$ cat config.mk
export PLATFORM = sky130hd
export DESIGN_NAME = piso_tx_arbiter
export DESIGN_NICKNAME = d
export VERILOG_FILES = /design/src/rtl/piso_tx_arbiter.sv
export SDC_FILE = /design/constraint.sdc
export NUM_CORES = 1
export LEC_CHECK = 0
export ABC_CLOCK_PERIOD_IN_PS = 1300
export CAP_MARGIN = 20
export CORE_MARGIN = 5
export CORE_UTILIZATION = 35
export DETAILED_ROUTE_END_ITERATION = 10
export DONT_BUFFER_PORTS = 1
export GPL_ROUTABILITY_DRIVEN = 0
export GPL_TIMING_DRIVEN = 0
export PLACE_DENSITY = 0.6
export SETUP_SLACK_MARGIN = 0.1
export SYNTH_ARGS = -nofsm -noshare
export SYNTH_HDL_FRONTEND = slang
export SYNTH_SLANG_ARGS = --single-unit
$ cat constraint.sdc
create_clock -name clk -period 1.3 [get_ports clk]
set_input_delay 0.195 -clock clk [delete_from_list [all_inputs] [get_ports clk]]
set_output_delay 0.195 -clock clk [all_outputs]
set_load 0.02 [all_outputs]
$ cat src/rtl/piso_tx_arbiter.sv
// Round-robin transmit controller: grants one of R requesters, captures its N-bit
// word and shifts it out MSB-first on a single serial line with valid/sof/done strobes.
module piso_tx_arbiter #(
    parameter int N = 4,
    parameter int R = 2
) (
    input  logic           clk,
    input  logic           rst,
    input  logic [R-1:0]   req,
    input  logic [R*N-1:0] data,
    output logic [R-1:0]   ack,
    output logic [R-1:0]   gnt,
    output logic           so,
    output logic           so_valid,
    output logic           sof,
    output logic           done,
    output logic           busy
);

    localparam int CW = $clog2(N + 1);
    localparam int PW = (R > 1) ? $clog2(R) : 1;

    typedef enum logic [1:0] {
        IDLE  = 2'd0,
        SHIFT = 2'd1,
        DONE  = 2'd2
    } state_t;

    state_t          state;
    logic [N-1:0]    shreg;
    logic [CW-1:0]   cnt;
    logic [PW-1:0]   ptr;
    logic [PW-1:0]   owner;

    logic            found;
    logic [PW-1:0]   win;
    logic [PW-1:0]   cand;
    logic [N-1:0]    win_word;
    logic [R-1:0]    win_oh;
    logic [PW-1:0]   ptr_next;

    function automatic logic [R-1:0] onehot(input logic [PW-1:0] idx);
        logic [R-1:0] o;
        o = '0;
        o[idx] = 1'b1;
        return o;
    endfunction

    // Search starts at ptr and wraps, so the last-served requester is checked last.
    always_comb begin
        found    = 1'b0;
        win      = ptr;
        cand     = ptr;
        win_word = '0;
        for (int k = 0; k < R; k++) begin
            cand = PW'((int'(ptr) + k) % R);
            if (!found && req[cand]) begin
                found    = 1'b1;
                win      = cand;
                win_word = data[cand*N +: N];
            end
        end
        win_oh   = onehot(win);
        ptr_next = PW'((int'(owner) + 1) % R);
    end

    always_ff @(posedge clk or negedge rst) begin
        if (!rst) begin
            state    <= IDLE;
            shreg    <= '0;
            cnt      <= '0;
            ptr      <= '0;
            owner    <= '0;
            ack      <= '0;
            gnt      <= '0;
            so       <= 1'b0;
            so_valid <= 1'b0;
            sof      <= 1'b0;
            done     <= 1'b0;
            busy     <= 1'b0;
        end else begin
            case (state)
                IDLE: begin
                    done     <= 1'b0;
                    ack      <= '0;
                    so       <= 1'b0;
                    so_valid <= 1'b0;
                    sof      <= 1'b0;
                    if (found) begin
                        shreg <= win_word;
                        gnt   <= win_oh;
                        ack   <= win_oh;
                        owner <= win;
                        cnt   <= '0;
                        busy  <= 1'b1;
                        state <= SHIFT;
                    end
                end
                SHIFT: begin
                    so       <= shreg[N-1];
                    shreg    <= {shreg[N-2:0], 1'b0};
                    so_valid <= 1'b1;
                    sof      <= (cnt == '0);
                    cnt      <= cnt + CW'(1);
                    ack      <= '0;
                    if (cnt == CW'(N - 1))
                        state <= DONE;
                end
                DONE: begin
                    so       <= 1'b0;
                    so_valid <= 1'b0;
                    sof      <= 1'b0;
                    gnt      <= '0;
                    busy     <= 1'b0;
                    done     <= 1'b1;
                    ptr      <= ptr_next;
                    state    <= IDLE;
                end
                default: state <= IDLE;
            endcase
        end
    end

endmodule

==> flow_summary.yaml, run 1 <==
floorplan:
  start_util_pct: 36.6
  rows: 18
  fp.dieArea_um2: 3740
  fp.dieW_um: 61.1
  core_area_um2: 2500
  io_pins: 21
  fp.dieH_um: 61.1
route:
  drc_errors: 0
  drtIter0Drc: 5
  vias_per_cell: 5.30
  vias: 652
  antenna_left: 0
  wl_per_cell_um: 15.4
  drt_pass1_iterations: 4
  drt-total-wl_um: 1900
clocking:
  tritoncts: "yes"
  cts-root-buf: "clkbuf_4"
  h-tree-depth: 1
  clkTransAtPathRegs_ns: 0.11
  numCtsBuffers: 3
  clk-insertion-delay-late_ns: 0.31
  cts_buffer_depth: 2
  clkSinkCount: 20
layout:
  areaGrowthSynthToFinish_pct: 9.71
  fin_nets: 109
  instances_no_fill: 123
  diodes: 0
  drive_gt1_share_pct: 18.3
  n_fill_cell: 243
timing:
  min_period_ns: 1.18
  slew_headroom_pct: 39.3
  worst_slew_pin_slew_ns: 0.908
  layout_setup_ws_ns: 0.118
  finalCritPeriodShare_pct: 90.9
  setup_viol: 0
  hold_slack_ns: 0.0426
  finClkSkew_ns: 0.00569
  hold_viol_final: 0
  max_freq_mhz: 846
  final.setup.tns_ns: 0
  slew_violations: 0
  rsz0062_at_grt: "yes"
synth:
  syn_nets: 103
  ys_types: 29
  avgSynthCellArea_um2: 10.4
  yosysTopAreaCell: "dfrtp_1"
  ys_seq_elements: 20
  synth_cells: 88
  synthesis.area_um2: 915
  yosys_warnings: 0
  synth_area_leaders: "dfrtp_1, a21oi_1, ha_1, nand2_1, nor2_1"
  yosysSeqAreaShare_pct: 54.7
  synth_top_area_share_pct: 54.7
flow_run:
  maxCapViolCount: 0
pwr:
  total_power_mw: 2.44
  p_leak_nw: 0.472
  p_per_area_nw_per_um2: 2430
  ir_worst_vdd_mv: 0.956
placement:
  io_buffers: 0
  dp.cells: 118
  pre_cts_slack_ns: 0.0908
  dp_hpwl_um: 1380
critical_path:
  cp-end-kind: "register"
  critPathMaxFanout: 10
  critical_path_class: "reg -> reg"
  arrival_ns: 1.42
  startpoint_type: "register"
  crit_required_ns: 1.54
global_route:
  grt_pass1_vias: 644
  grt_pass1_wl_um: 3020
  grt_max_degree: 21
  grt_use_total_pct: 11.2
  grt_overflow: 0
  antenna_found_initial: 0
status:
  status: "finished, final reports clean"
hold_path:
  hold_path_class: "in -> reg"
-- cell type report --
cell class / count / area [um^2] / area share, %
Buffer: 2 / 12.5 / 1.25
Clock buffer: 4 / 36.3 / 3.62
Inverter: 6 / 22.5 / 2.24
Multi-Input combinational cell: 60 / 384 / 38.3
Sequential cell: 20 / 500 / 49.9
Tap cell: 30 / 37.5 / 3.74
Timing Repair Buffer: 1 / 10.0 / 0.998
-- synth_stat cells (all sizes together) --
| master | n |
|---|---|
| and2b | 1 |
| a21oi | 12 |
| a21boi | 1 |
| mux2i | 1 |
| o21a | 1 |
| o21ai | 4 |
| and2 | 2 |
| nor2 | 10 |
| ha | 3 |
| a22oi | 3 |
| a31oi | 1 |
| a22o | 1 |
| o22ai | 4 |
| o22a | 1 |
| dfrtp | 20 |
| o31ai | 1 |
| nor3 | 1 |
| nand2b | 1 |
| buf | 2 |
| or2 | 1 |
| a21o | 1 |
| inv | 6 |
| nand2 | 9 |
| and3 | 1 |
-- state kept, by name, summed over array words and instances (netlist names) --
name      count
so_valid      1
owner         1
ack           2
shreg         4
so            1
gnt           2
busy          1
ptr           1
state         2
done          1
sof           1
cnt           3
-- layer usage --
layer	track usage [%]	share of wire (%)
met5	0	0
met4	5.57	1.6
met3	3.56	7.5
met2	16.3	42
met1	15.0	49
-- report_power, final --
group	total, mW	switching (mW)	internal, mW
logic	0.878	0.503	0.374
clock network	0.374	0.203	0.171
registers	1.19	0.304	0.883
-- worst max-delay path, cell delays in order, from the launching register on --
cell	delay, ns
dfrtp_1	0.38
buf_4	0.17
nor3_2	0.20
or2_4	0.20
a21oi_1	0.04
a21oi_1	0.13
-- repair_timing --
action,4_1_cts,5_1_grt
setup endpoints to repair,3,6
endpoints found under the hold margin,20,0
hold buffers,1,0
buffers inserted,0,0
gates resized for setup,1,0
-- layout by cell type, fill, tap and decap left out, drive strengths merged, types with 2 or more instances in the layout --
cell,Yosys,final
nor2,10,10
clkbuf,0,4
o22ai,4,4
buf,2,2
ha,3,3
a22oi,3,3
nand2,9,9
inv,6,6
dfrtp,20,20
o21ai,4,4
and2,2,2
a21oi,12,12
-- cell families after synthesis --
logic type | Yosys count | share of synthesized area (%)
compound gates | 30 | 21.9
simple gates | 26 | 14.4
flops | 20 | 54.7
buf+inv | 8 | 3.83
fa+ha+maj | 3 | 4.10
mux | 1 | 1.09
-- final timing paths --
path | from | slack, ns | cells past startpoint | end
worst max-delay path | state[0] | 0.12 | 5 | shreg[1]
worst min-delay path | req[1] | 0.04 | 2 | owner
worst max register to register | state[0] | 0.12 | 5 | shreg[1]
worst min register to register | shreg[0] | 0.51 | 2 | shreg[0]
max in group asynchronous | rst | 0.29 | 1 | busy
min in group asynchronous | rst | 0.45 | 1 | ack[1]
-- per-stage QoR --
step / area (um^2) / utilization, %
5_1_grt: 1000 / 40.1
6_report: 1000 / 40.1
3_3_place_gp: 952 / 38.1
2_1_floorplan: 915 / -
3_5_place_dp: 952 / 38.1
4_1_cts: 1000 / 40.1
No activity file was read; power rests on OpenSTA's default activity.
==> run 2: changes to the inputs <==
--- a/config.mk
+++ b/config.mk
@@ -13,7 +13,7 @@
 export DONT_BUFFER_PORTS = 1
 export GPL_ROUTABILITY_DRIVEN = 0
 export GPL_TIMING_DRIVEN = 0
-export PLACE_DENSITY = 0.6
+export PLACE_DENSITY_LB_ADDON = 0.05
 export SETUP_SLACK_MARGIN = 0.1
 export SYNTH_ARGS = -nofsm -noshare
 export SYNTH_HDL_FRONTEND = slang
==> flow_summary.yaml, run 2 (synthesized netlist as in run 1, its figures left out) <==
placement:
  dp_hpwl_um: 1360
  pre_cts_slack_ns: 0.0793
  io_buffers: 0
  dpl_cell_area_um2: 952
status:
  status: "finished, final reports clean"
pwr:
  ir_worst_vdd_mv: 0.997
  p_leak_nw: 0.490
  p_per_area_nw_per_um2: 2410
timing:
  layout_setup_ws_ns: 0.157
  setup_viol: 0
  slew_violations: 0
  final.setup.tns_ns: 0
  finalCritPeriodShare_pct: 87.9
  rsz0062_at_grt: "yes"
  hold_viol_final: 0
  max_freq_mhz: 875
  slew_headroom_pct: 39.2
  min_period_ns: 1.14
  worst_slew_pin_slew_ns: 0.911
  finClkSkew_ns: 0.00279
  hold_slack_ns: 0.0307
route:
  antenna_left: 0
  vias_per_cell: 5.37
  wl_per_cell_um: 15.9
  drc_errors: 0
  drt_pass1_iterations: 4
  drtIter0Drc: 13
  vias: 660
  drt-total-wl_um: 1960
clocking:
  cts_buffer_depth: 2
  h-tree-depth: 1
  clkTransAtPathRegs_ns: 0.12
  numCtsBuffers: 3
  cts-root-buf: "clkbuf_4"
  clk-insertion-delay-late_ns: 0.32
  clkSinkCount: 20
  tritoncts: "yes"
  post_cts_buffers: 0
global_route:
  antenna_found_initial: 0
  grt_pass1_wl_um: 3380
  grt_pass1_vias: 718
  grt_overflow: 0
  grt_use_total_pct: 12.5
  grt_max_degree: 21
critical_path:
  startpoint_type: "register"
  critical_path_class: "reg -> reg"
  cp-end-kind: "register"
  arrival_ns: 1.40
  crit_required_ns: 1.56
  critPathMaxFanout: 10
layout:
  utilization_pct: 41.4
  mostFrequentLayoutCells: "dfrtp_1, a21oi_1, nand2_1"
  areaGrowthSynthToFinish_pct: 13.1
  diodes: 0
  drive_gt1_share_pct: 19.4
  fin_nets: 109
  largest-register: "shreg"
  layout_commonest_cell: "dfrtp_1"
  final_area_um2: 1030
  reg_top3: "shreg: 4 flops, cnt: 3 flops"
  largest_reg_flops: 4
hold_path:
  hold_path_class: "in -> reg"
floorplan:
  rows: 18
  fp.dieW_um: 61.1
  fp.dieArea_um2: 3740
  start_util_pct: 36.6
  io_pins: 21
  core_area_um2: 2500
  fp.dieH_um: 61.1
flow_run:
  maxCapViolCount: 0
==> run 2: changes by cell type in the layout (fill, tap and decap cells not counted), sizes merged <==
| cell | before | now |
|---|---|---|
| buf | 2 | 1 |
| clkbuf | 4 | 5 |
| dlygate4sd3 | 1 | 0 |
| dlymetal6s4s | 0 | 1 |
==> run 2: final timing paths <==
| kind | cells past startpoint | slack, ns | endpoint | start |
|---|---|---|---|---|
| setup / recovery | 5 | 0.16 | shreg[2] | state[0] |
| hold / removal | 2 | 0.03 | owner | req[1] |
| setup reg to reg | 5 | 0.16 | shreg[2] | state[0] |
| hold reg to reg | 2 | 0.50 | shreg[0] | shreg[0] |
| max in group asynchronous | 1 | 0.63 | state[1] | rst |
| min in group asynchronous | 1 | 0.06 | gnt[0] | rst |
==> run 2: power by group <==
group | switching, mW | total, mW | internal, mW
Combinational | 0.519 | 0.923 | 0.404
Sequential | 0.299 | 1.18 | 0.885
Clock | 0.211 | 0.383 | 0.172
==> run 2: cell type report <==
class	count	area [um^2]
inverter	6	25.0
timing repair buffer	1	12.5
buffer	2	18.8
fill	251	1470
clock buffer	4	36.3
tap	30	37.5
multi-input combinational	60	403
sequential	20	502
==> run 2: layer usage <==
metal  GRT usage (%)  vias up  wire, um
li1                -      314         -
met1            15.2      323       883
met2            19.8       18       902
met3            3.77        5       124
met4            6.50        0        46
met5               0        -         0
==> run 2: metrics by stage <==
step                power, mW  cells
global placement         2.04    118
finish                   2.49    123
detailed placement       2.06    118
floorplan                1.85     88
CTS                      2.47    123
global route             2.73    123
==> run 2: worst max-delay path, cell delays in order (launching register included) <==
cell and delay [ns]:
dfrtp_1 0.39, buf_6 0.15, nor3_4 0.19, or2_4 0.19, a21oi_1 0.04, a21oi_1 0.12
==> run 2: what timing repair did <==
item / CTS / global route
pin swaps: 0 / 2
hold endpoints to repair: 20 / 0
endpoints found under the setup margin: 4 / 28
resized for setup: 1 / 8
hold buffers: 1 / 0
==> run 3: changes to the inputs <==
--- a/config.mk
+++ b/config.mk
@@ -13,7 +13,7 @@
 export DONT_BUFFER_PORTS = 1
 export GPL_ROUTABILITY_DRIVEN = 0
 export GPL_TIMING_DRIVEN = 0
-export PLACE_DENSITY_LB_ADDON = 0.05
+export PLACE_DENSITY_LB_ADDON = 0.3
 export SETUP_SLACK_MARGIN = 0.1
 export SYNTH_ARGS = -nofsm -noshare
 export SYNTH_HDL_FRONTEND = slang
==> flow_summary.yaml, run 3 (synthesized netlist as in run 1, its figures left out) <==
pwr:
  power_frac_clock_pct: 19.6
  p_per_area_nw_per_um2: 2490
  p_leak_nw: 0.497
  switching_share_pct: 38.5
  sequentialPowerShare_pct: 45.1
  combPwrFrac_pct: 35.3
  p_int_mw: 1.61
  ir_worst_vdd_mv: 1.04
  netSwitchingPower_mw: 1.01
  total_power_mw: 2.62
timing:
  max_freq_mhz: 876
  slew_headroom_pct: 41.0
  worst_slew_pin_slew_ns: 0.886
  finClkSkew_ns: 0.00843
  slew_violations: 0
  setup_viol: 0
  rsz0062_at_grt: "yes"
  hold_viol_final: 0
  min_period_ns: 1.14
  final.setup.tns_ns: 0
  layout_setup_ws_ns: 0.158
  finalCritPeriodShare_pct: 87.8
critical_path:
  slowest_stage: "dfrtp_1"
  rr_worst_depth: 3
  crit_buf_inv: 0
  endpoint: "cnt[2]"
  critPathMaxFanout: 4
  rr_endpoint: "cnt[2]"
  crit_family: "adder cells"
  cp-end-kind: "register"
  crit_required_ns: 1.54
  r2r_setup_slack_ns: 0.16
  arrival_ns: 1.38
  slowest_delay_ns: 0.43
  cp.depth: 3
  crit_top_cell: "ha_1"
  rr_startpoint: "cnt[0]"
  startpoint_type: "register"
  crit_path_cell_trace: "ha_1 > ha_1 > o22ai_1"
  setup.worst_path.start: "cnt[0]"
  critical_path_class: "reg -> reg"
status:
  status: "finished, final reports clean"
layout:
  diodes: 0
  n_fill_cell: 259
  largest-register: "shreg"
  multi_input_area_um2: 395
  areaGrowthSynthToFinish_pct: 14.9
  reg_top3: "shreg: 4 flops, cnt: 3 flops"
  utilization_pct: 42.0
  seq_area_um2: 502
  mostFrequentLayoutCells: "dfrtp_1, a21oi_1, nand2_1"
  largest_reg_flops: 4
  drive_gt1_share_pct: 20.2
  fin_nets: 110
  layout_commonest_cell: "dfrtp_1"
  instances_no_fill: 124
global_route:
  grt_max_degree: 21
  grt_use_total_pct: 11.4
  antenna_found_initial: 0
  grt_overflow: 0
  grt_pass1_vias: 644
  grt_pass1_wl_um: 3080
floorplan:
  fp.dieH_um: 61.1
  fp.dieW_um: 61.1
  core_area_um2: 2500
  io_pins: 21
  fp.dieArea_um2: 3740
  start_util_pct: 36.6
  rows: 18
placement:
  dp.cells: 118
  pre_cts_slack_ns: 0.0890
  io_buffers: 0
  dp_hpwl_um: 1320
clocking:
  clk-insertion-delay-late_ns: 0.31
  tritoncts: "yes"
  numCtsBuffers: 3
  cts-root-buf: "clkbuf_4"
  clkSinkCount: 20
  cts_buffer_depth: 2
  clkTransAtPathRegs_ns: 0.12
  h-tree-depth: 1
route:
  vias_per_cell: 5.21
  drtIter0Drc: 12
  drc_errors: 0
  drt-total-wl_um: 1820
  wl_per_cell_um: 14.7
  vias: 646
  antenna_left: 0
  drt_pass1_iterations: 4
hold_path:
  hold_path_class: "in -> async"
flow_run:
  maxCapViolCount: 0
-- run 3: changes by cell type in the layout (fill, tap and decap cells not counted) --
cell,before,now
buf_4,0,1
clkbuf_8,1,0
a21boi_4,1,0
bufinv_16,0,1
o21ai_0,4,3
o21ai_1,0,1
a21boi_2,0,1
-- run 3: per-layer routing --
metal  vias to the layer above  part of all wire [%]  wire length (um)  track usage, %
met1                       307                    47               856            14.8
met4                         0                   1.5                27            7.43
met3                         2                   4.5                81            2.31
met5                         -                     0                 0               0
met2                        16                    47               851            17.2
li1                        321                     -                 -               -
-- run 3: through the flow --
stage	cell area, um^2	hold slack, ns
4_1_cts	1020	0.0605
3_3_place_gp	952	-0.100
2_1_floorplan	915	-0.101
3_5_place_dp	952	-0.100
5_1_grt	1050	0.0697
6_report	1050	0.0595
-- run 3: area by class of cell --
type	count	area share, %
flip-flops and latches	20	47.7
plain buffers	2	1.79
multi-input cells	60	37.6
repair buffers	2	1.90
inverters	6	2.38
clock inverters	1	2.86
clock buffers	3	2.14
well taps	30	3.57
-- run 3: power by group through the flow --
| stage | clock network [mW] | registers (mW) | logic [mW] |
|---|---|---|---|
| global placement | 0 | 1.19 | 0.826 |
| CTS | 0.519 | 1.19 | 0.881 |
| finish | 0.513 | 1.18 | 0.924 |
| global route | 0.544 | 1.22 | 1.07 |
| detailed placement | 0 | 1.20 | 0.850 |
| floorplan | 0 | 1.15 | 0.707 |
-- run 3: what timing repair did --
action | CTS | global route
resized for setup | 1 | 8
gates cloned | 0 | 0
hold buffers | 1 | 0
pin swaps | 0 | 1
setup buffers | 0 | 1
endpoints found under the setup margin | 3 | 6
endpoints found under the hold margin | 20 | 0
-- run 3: worst min path at each step --
stage	start	endpoint	slack, ns	cells after the start
after detailed placement	rst	done	-0.10	0
after global placement	rst	done	-0.10	0
final	rst	shreg[2]	0.06	1
after CTS	req[1]	owner	0.06	2
after floorplan	rst	ack[0]	-0.10	0
after global routing	data[6]	shreg[2]	0.07	2
-- run 3: worst register-to-register path: stages (launching register included) --
cell     delay, ns
dfrtp_1       0.43
ha_1          0.22
ha_1          0.26
o22ai_1       0.16
==> RTL edit 1 (config.mk and constraints of run 3) <==
Encoding of `state_t`: now one-hot (3 bits for 3 states).
--- a/src/rtl/piso_tx_arbiter.sv
+++ b/src/rtl/piso_tx_arbiter.sv
@@ -22,6 +22,6 @@
 
-    typedef enum logic [1:0] {
-        IDLE  = 2'd0,
-        SHIFT = 2'd1,
-        DONE  = 2'd2
+    typedef enum logic [2:0] {
+        IDLE  = 3'b001,
+        SHIFT = 3'b010,
+        DONE  = 3'b100
     } state_t;
Function: same outputs for any inputs over 10 cycles, from zero or initial values and one cycle with rst low; not proved beyond that.
==> RTL edit 1 against run 3 <==
- the run now ends with negative setup slack left
- sequential cell count grew 1
- synthesized area increased by 6.4%
- worst hold slack improved by 23 ps
- total power rose by 16%
- wire length is 26% higher
- critical path depth grew 2
- worst setup slack lost 300 ps
- cell area rose by 23%
==> RTL edit 1: results (changes against run 3) <==
Final Skew 13.1 ps (+4.68 ps); Post-Place Setup Slack -357 ps (-446 ps); static leakage power 0.588 nW (+18%); final sum of negative setup slack -1260 ps (-1260 ps); async set-or-reset flop fraction in the synthesized netlist 100% (unchanged); worst-case headroom to the max-slew limit 66.2% (+25 points); failing checks negative setup slack; maximum level of the CTS H-tree 1 (unchanged); power attributed to combinational cells 1.55 mW (+68%); global-route wire length before repair 3790 um (+23%); Resize count post-CTS 29 (+28); total wirelength of the detailed-routed design 2290 um (+26%); final hold slack 82.0 ps (+22.6 ps); sequential element share of the synthesized area 54.1% (-0.61 points); met2 wire len 1140 um (+34%); overall power of the completed layout 3.04 mW (+16%); slowest library cell on the worst path sky130_fd_sc_hd__dfstp_2; Psw 1.17 mW (+16%); worst setup path startpoint state[0]; highest cell delay on the worst timing path 570 ps (+140 ps); count of unique library cells instantiated by Yosys 31 (+6.9%); overall global routing resource usage 12.2% (+0.74 points); post-route setup slack -138 ps (-296 ps); synthesized net count 108 (+4.9%); Setup Fix Bufs, Post-CTS 11 (+11); vias in the first global route 807 (+25%); number of placed cells counting well taps 124 (+5.1%); count of endpoints failing setup in the final report 15 (+15); part of the total power dissipated in sequential elements 38.4% (-6.7 points); capturing instance or port of the critical path shreg[2]; run status finished, violations left; Fillers 245 (-5.4%); Inserted Clock Buffers 3 (unchanged); worst hold start req[0]; mean instance size in the synthesized netlist 10.5 sq um (+0.71%); met1 routed wirelength after detailed routing 976 um (+14%); Top Registers shreg: 4 flops, cnt: 3 flops, state: 3 flops; ANT cells 0 (unchanged); vias per cell 5.41 (+3.8%); top area cells in the synthesized netlist sky130_fd_sc_hd__dfrtp_1 51%, sky130_fd_sc_hd__o21ai_0 5.7%, sky130_fd_sc_hd__nand2_1 4.6%; maximum number of pins on one net before global-route repair 22 (+4.8%); Worst Path Arrival 1650 ps (+270 ps); post-layout instance area 0.00130 sq mm (+23%); met3 routed WL 114 um (+41%); share of final-layout standard cells stronger than drive strength 1 36.0% (+16 points); critical-path maximum fanout 5 (+1); cell family contributing the most delay on the critical path flip-flops; non-filler cells in the finished layout 145 (+17%); DPL Wire Length 1380 um (+4.3%); net count reported at finish 130 (+18%); cell area reported after detailed placement 0.00101 sq mm (+6.6%); cell types with the highest counts after synthesis 20 x sky130_fd_sc_hd__dfrtp_1, 12 x sky130_fd_sc_hd__nand2_1, 11 x sky130_fd_sc_hd__o21ai_0; class of the tightest hold or removal check in -> reg; worst vdd ir 0.00103 V (-1.0%)
RTL edit 1: cell families (layout without fill, tap and decap cells):
group | count (synthesis) | after routing | share of synthesized area [%]
AO/OA/AOI/OAI | 28 | 28 | 18.9
adder cells (fa/ha/maj) | 3 | 3 | 3.86
buffers and inverters | 8 | 29 | 4.11
flip-flops | 21 | 21 | 54.1
multiplexers | 2 | 2 | 2.06
AND/OR/NAND/NOR | 31 | 31 | 17.0
RTL edit 1: cell type report:
| type | instances | area (sq um) | area share, % |
|---|---|---|---|
| inverters | 4 | 15.0 | 1.16 |
| repair buffers | 17 | 176 | 13.6 |
| plain buffers | 4 | 37.5 | 2.90 |
| well taps | 31 | 38.8 | 2.99 |
| clock buffers | 4 | 26.3 | 2.03 |
| multi-input cells | 64 | 474 | 36.6 |
| flip-flops and latches | 21 | 528 | 40.7 |
RTL edit 1: per-layer routing:
layer	up-vias	track usage, %
li1	374	-
met1	389	14.0
met2	14	19.4
met3	7	3.78
met4	0	7.43
met5	-	0
==> RTL edit 2 (flow settings as in run 3) <==
Without the edit above. The parameter `N` goes from 4 to 8.
--- a/src/rtl/piso_tx_arbiter.sv
+++ b/src/rtl/piso_tx_arbiter.sv
@@ -3,3 +3,3 @@
 module piso_tx_arbiter #(
-    parameter int N = 4,
+    parameter int N = 8,
     parameter int R = 2
Interface: changed (resized data); port bits go from 21 to 29. No check against the original RTL was run, so the function may have changed too.
==> RTL edit 2 against run 3 <==
- worst setup slack got worse by 140 ps
- combinational power increased by 63%
- final cell count increased by 52%
- wire length rose by 76%
- critical path depth is 1 higher
- sequential cell count increased by 5
- maximum frequency fell by 11%
- critical path type unchanged
- count of clock-buffer cells in the layout increased by 1
- core utilization up 7.5 points
- synthesized area up 34%
- die area grew 28%
- total power increased by 27%
- cell area increased by 59%
- largest power group is now combinational logic
==> RTL edit 2: results (changes against run 3) <==
run status finished clean; maximum number of pins on one net before global-route repair 26 (+24%); sequential element share of the synthesized area 51.0% (-3.7 points); top area cells in the synthesized netlist sky130_fd_sc_hd__dfrtp_1 51%, sky130_fd_sc_hd__a2111oi_0 5.0%, sky130_fd_sc_hd__a221oi_1 5.0%; total wirelength of the detailed-routed design 3190 um (+76%); Iteration-0 DRC Markers 33 (+21); Top Registers shreg: 8 flops, cnt: 4 flops; static leakage power 0.712 nW (+43%); share of final-layout standard cells stronger than drive strength 1 31.0% (+11 points); Least-Margin Pin Slew 955 ps (+69.7 ps); overall global routing resource usage 13.6% (+2.2 points); Worst-Skew Late Latency approximately 320 ps; count of unique library cells instantiated by Yosys 31 (+6.9%); clock-pin slew reported for the worst setup and hold paths after clock tree synthesis 140 ps (+20 ps); global-route wire length before repair 5300 um (+72%); Worst Path Arrival 1490 ps (+110 ps); routed via count 1029 (+59%); DPL Wire Length 1980 um (+50%); gate count after technology mapping 127 (+44%); Final Skew 9.09 ps (+0.655 ps); critical-path maximum fanout 5 (+1); net count reported at finish 165 (+50%); cell types with the highest counts after synthesis 25 x sky130_fd_sc_hd__dfrtp_1, 14 x sky130_fd_sc_hd__nor2_1, 12 x sky130_fd_sc_hd__inv_1; synthesized net count 149 (+45%); non-filler cells in the finished layout 188 (+52%); class of the tightest hold or removal check in -> reg; worst vdd ir 0.00137 V (+31%)
-- RTL edit 2: cell count changes in the layout (fill, tap and decap cells not counted), moves of 6 or more --
cell / run 3 / this run
sky130_fd_sc_hd__inv_1: 5 / 11
sky130_fd_sc_hd__a221oi_2: 0 / 7
sky130_fd_sc_hd__a2111oi_4: 0 / 7
sky130_fd_sc_hd__buf_4: 1 / 8
sky130_fd_sc_hd__a21oi_1: 12 / 3
sky130_fd_sc_hd__nand3_1: 0 / 9
-- RTL edit 2: power breakdown --
| group | internal (mW) | switching, mW |
|---|---|---|
| sequential | 1.09 | 0.376 |
| combinational | 0.746 | 0.761 |
| clock | 0.120 | 0.233 |
| total | 1.96 | 1.37 |
-- RTL edit 2: cell type report --
class	count	area, sq um
fill	334	1700
clock buffer	4	26.3
inverter	12	45.0
tap	46	57.6
buffer	8	72.6
timing repair buffer	11	114
sequential	25	627
multi-input combinational	82	724
-- RTL edit 2: per-layer routing --
layer / share of wire (%) / wire, um / global-route usage [%] / vias to the layer above
li1: - / - / - / 484
met1: 45 / 1450 / 19.4 / 512
met2: 46 / 1480 / 19.9 / 31
met3: 7.8 / 248 / 5.22 / 2
met4: 0.28 / 9 / 1.95 / 0
met5: 0 / 0 / 0 / -
-- RTL edit 2: what timing repair did --
action / CTS / global route
cloned: 1 / 0
hold buffers: 2 / 0
buffers inserted: 6 / 2
pin swaps: 8 / 3
resized for setup: 37 / 16
hold endpoints to repair: 25 / 0
endpoints found under the setup margin: 15 / 21
-- RTL edit 2: worst paths after layout --
kind | from | to | slack, ps | depth (start not counted)
worst max-delay path | ptr | shreg[4] | 20 | 4
worst min-delay path | data[13] | shreg[5] | 30 | 2
worst max register to register | ptr | shreg[4] | 20 | 4
worst min register to register | owner | ptr | 480 | 1
max in group asynchronous | rst | state[1] | 860 | 2
min in group asynchronous | rst | sof | 280 | 2
-- RTL edit 2: logic make-up after synthesis --
group | after synthesis | share of synthesized area, %
AOI/OAI and AO/OA | 35 | 21.8
adders and majority gates | 2 | 2.04
buffers and inverters | 20 | 7.35
DFF | 25 | 51.0
muxes | 1 | 0.816
and+or+nand+nor | 44 | 16.9
-- RTL edit 2: stage by stage --
step	setup TNS, ps	cell area (sq um)	power, mW	setup slack (ps)
after floorplan	0	1230	2.17	118
after global placement	0	1290	2.35	8.10
after detailed placement	-54.2	1290	2.40	-42.6
after CTS	0	1590	3.19	43.9
after global routing	-78.9	1670	3.59	-39.1
final	0	1670	3.33	21.7
-- RTL edit 2: worst max-delay path, stage by stage, from the launching register on --
cell and delay [ps]:
sky130_fd_sc_hd__dfrtp_1 420, sky130_fd_sc_hd__a21boi_4 70, sky130_fd_sc_hd__buf_4 180, sky130_fd_sc_hd__a2111oi_4 390, sky130_fd_sc_hd__a221oi_2 100
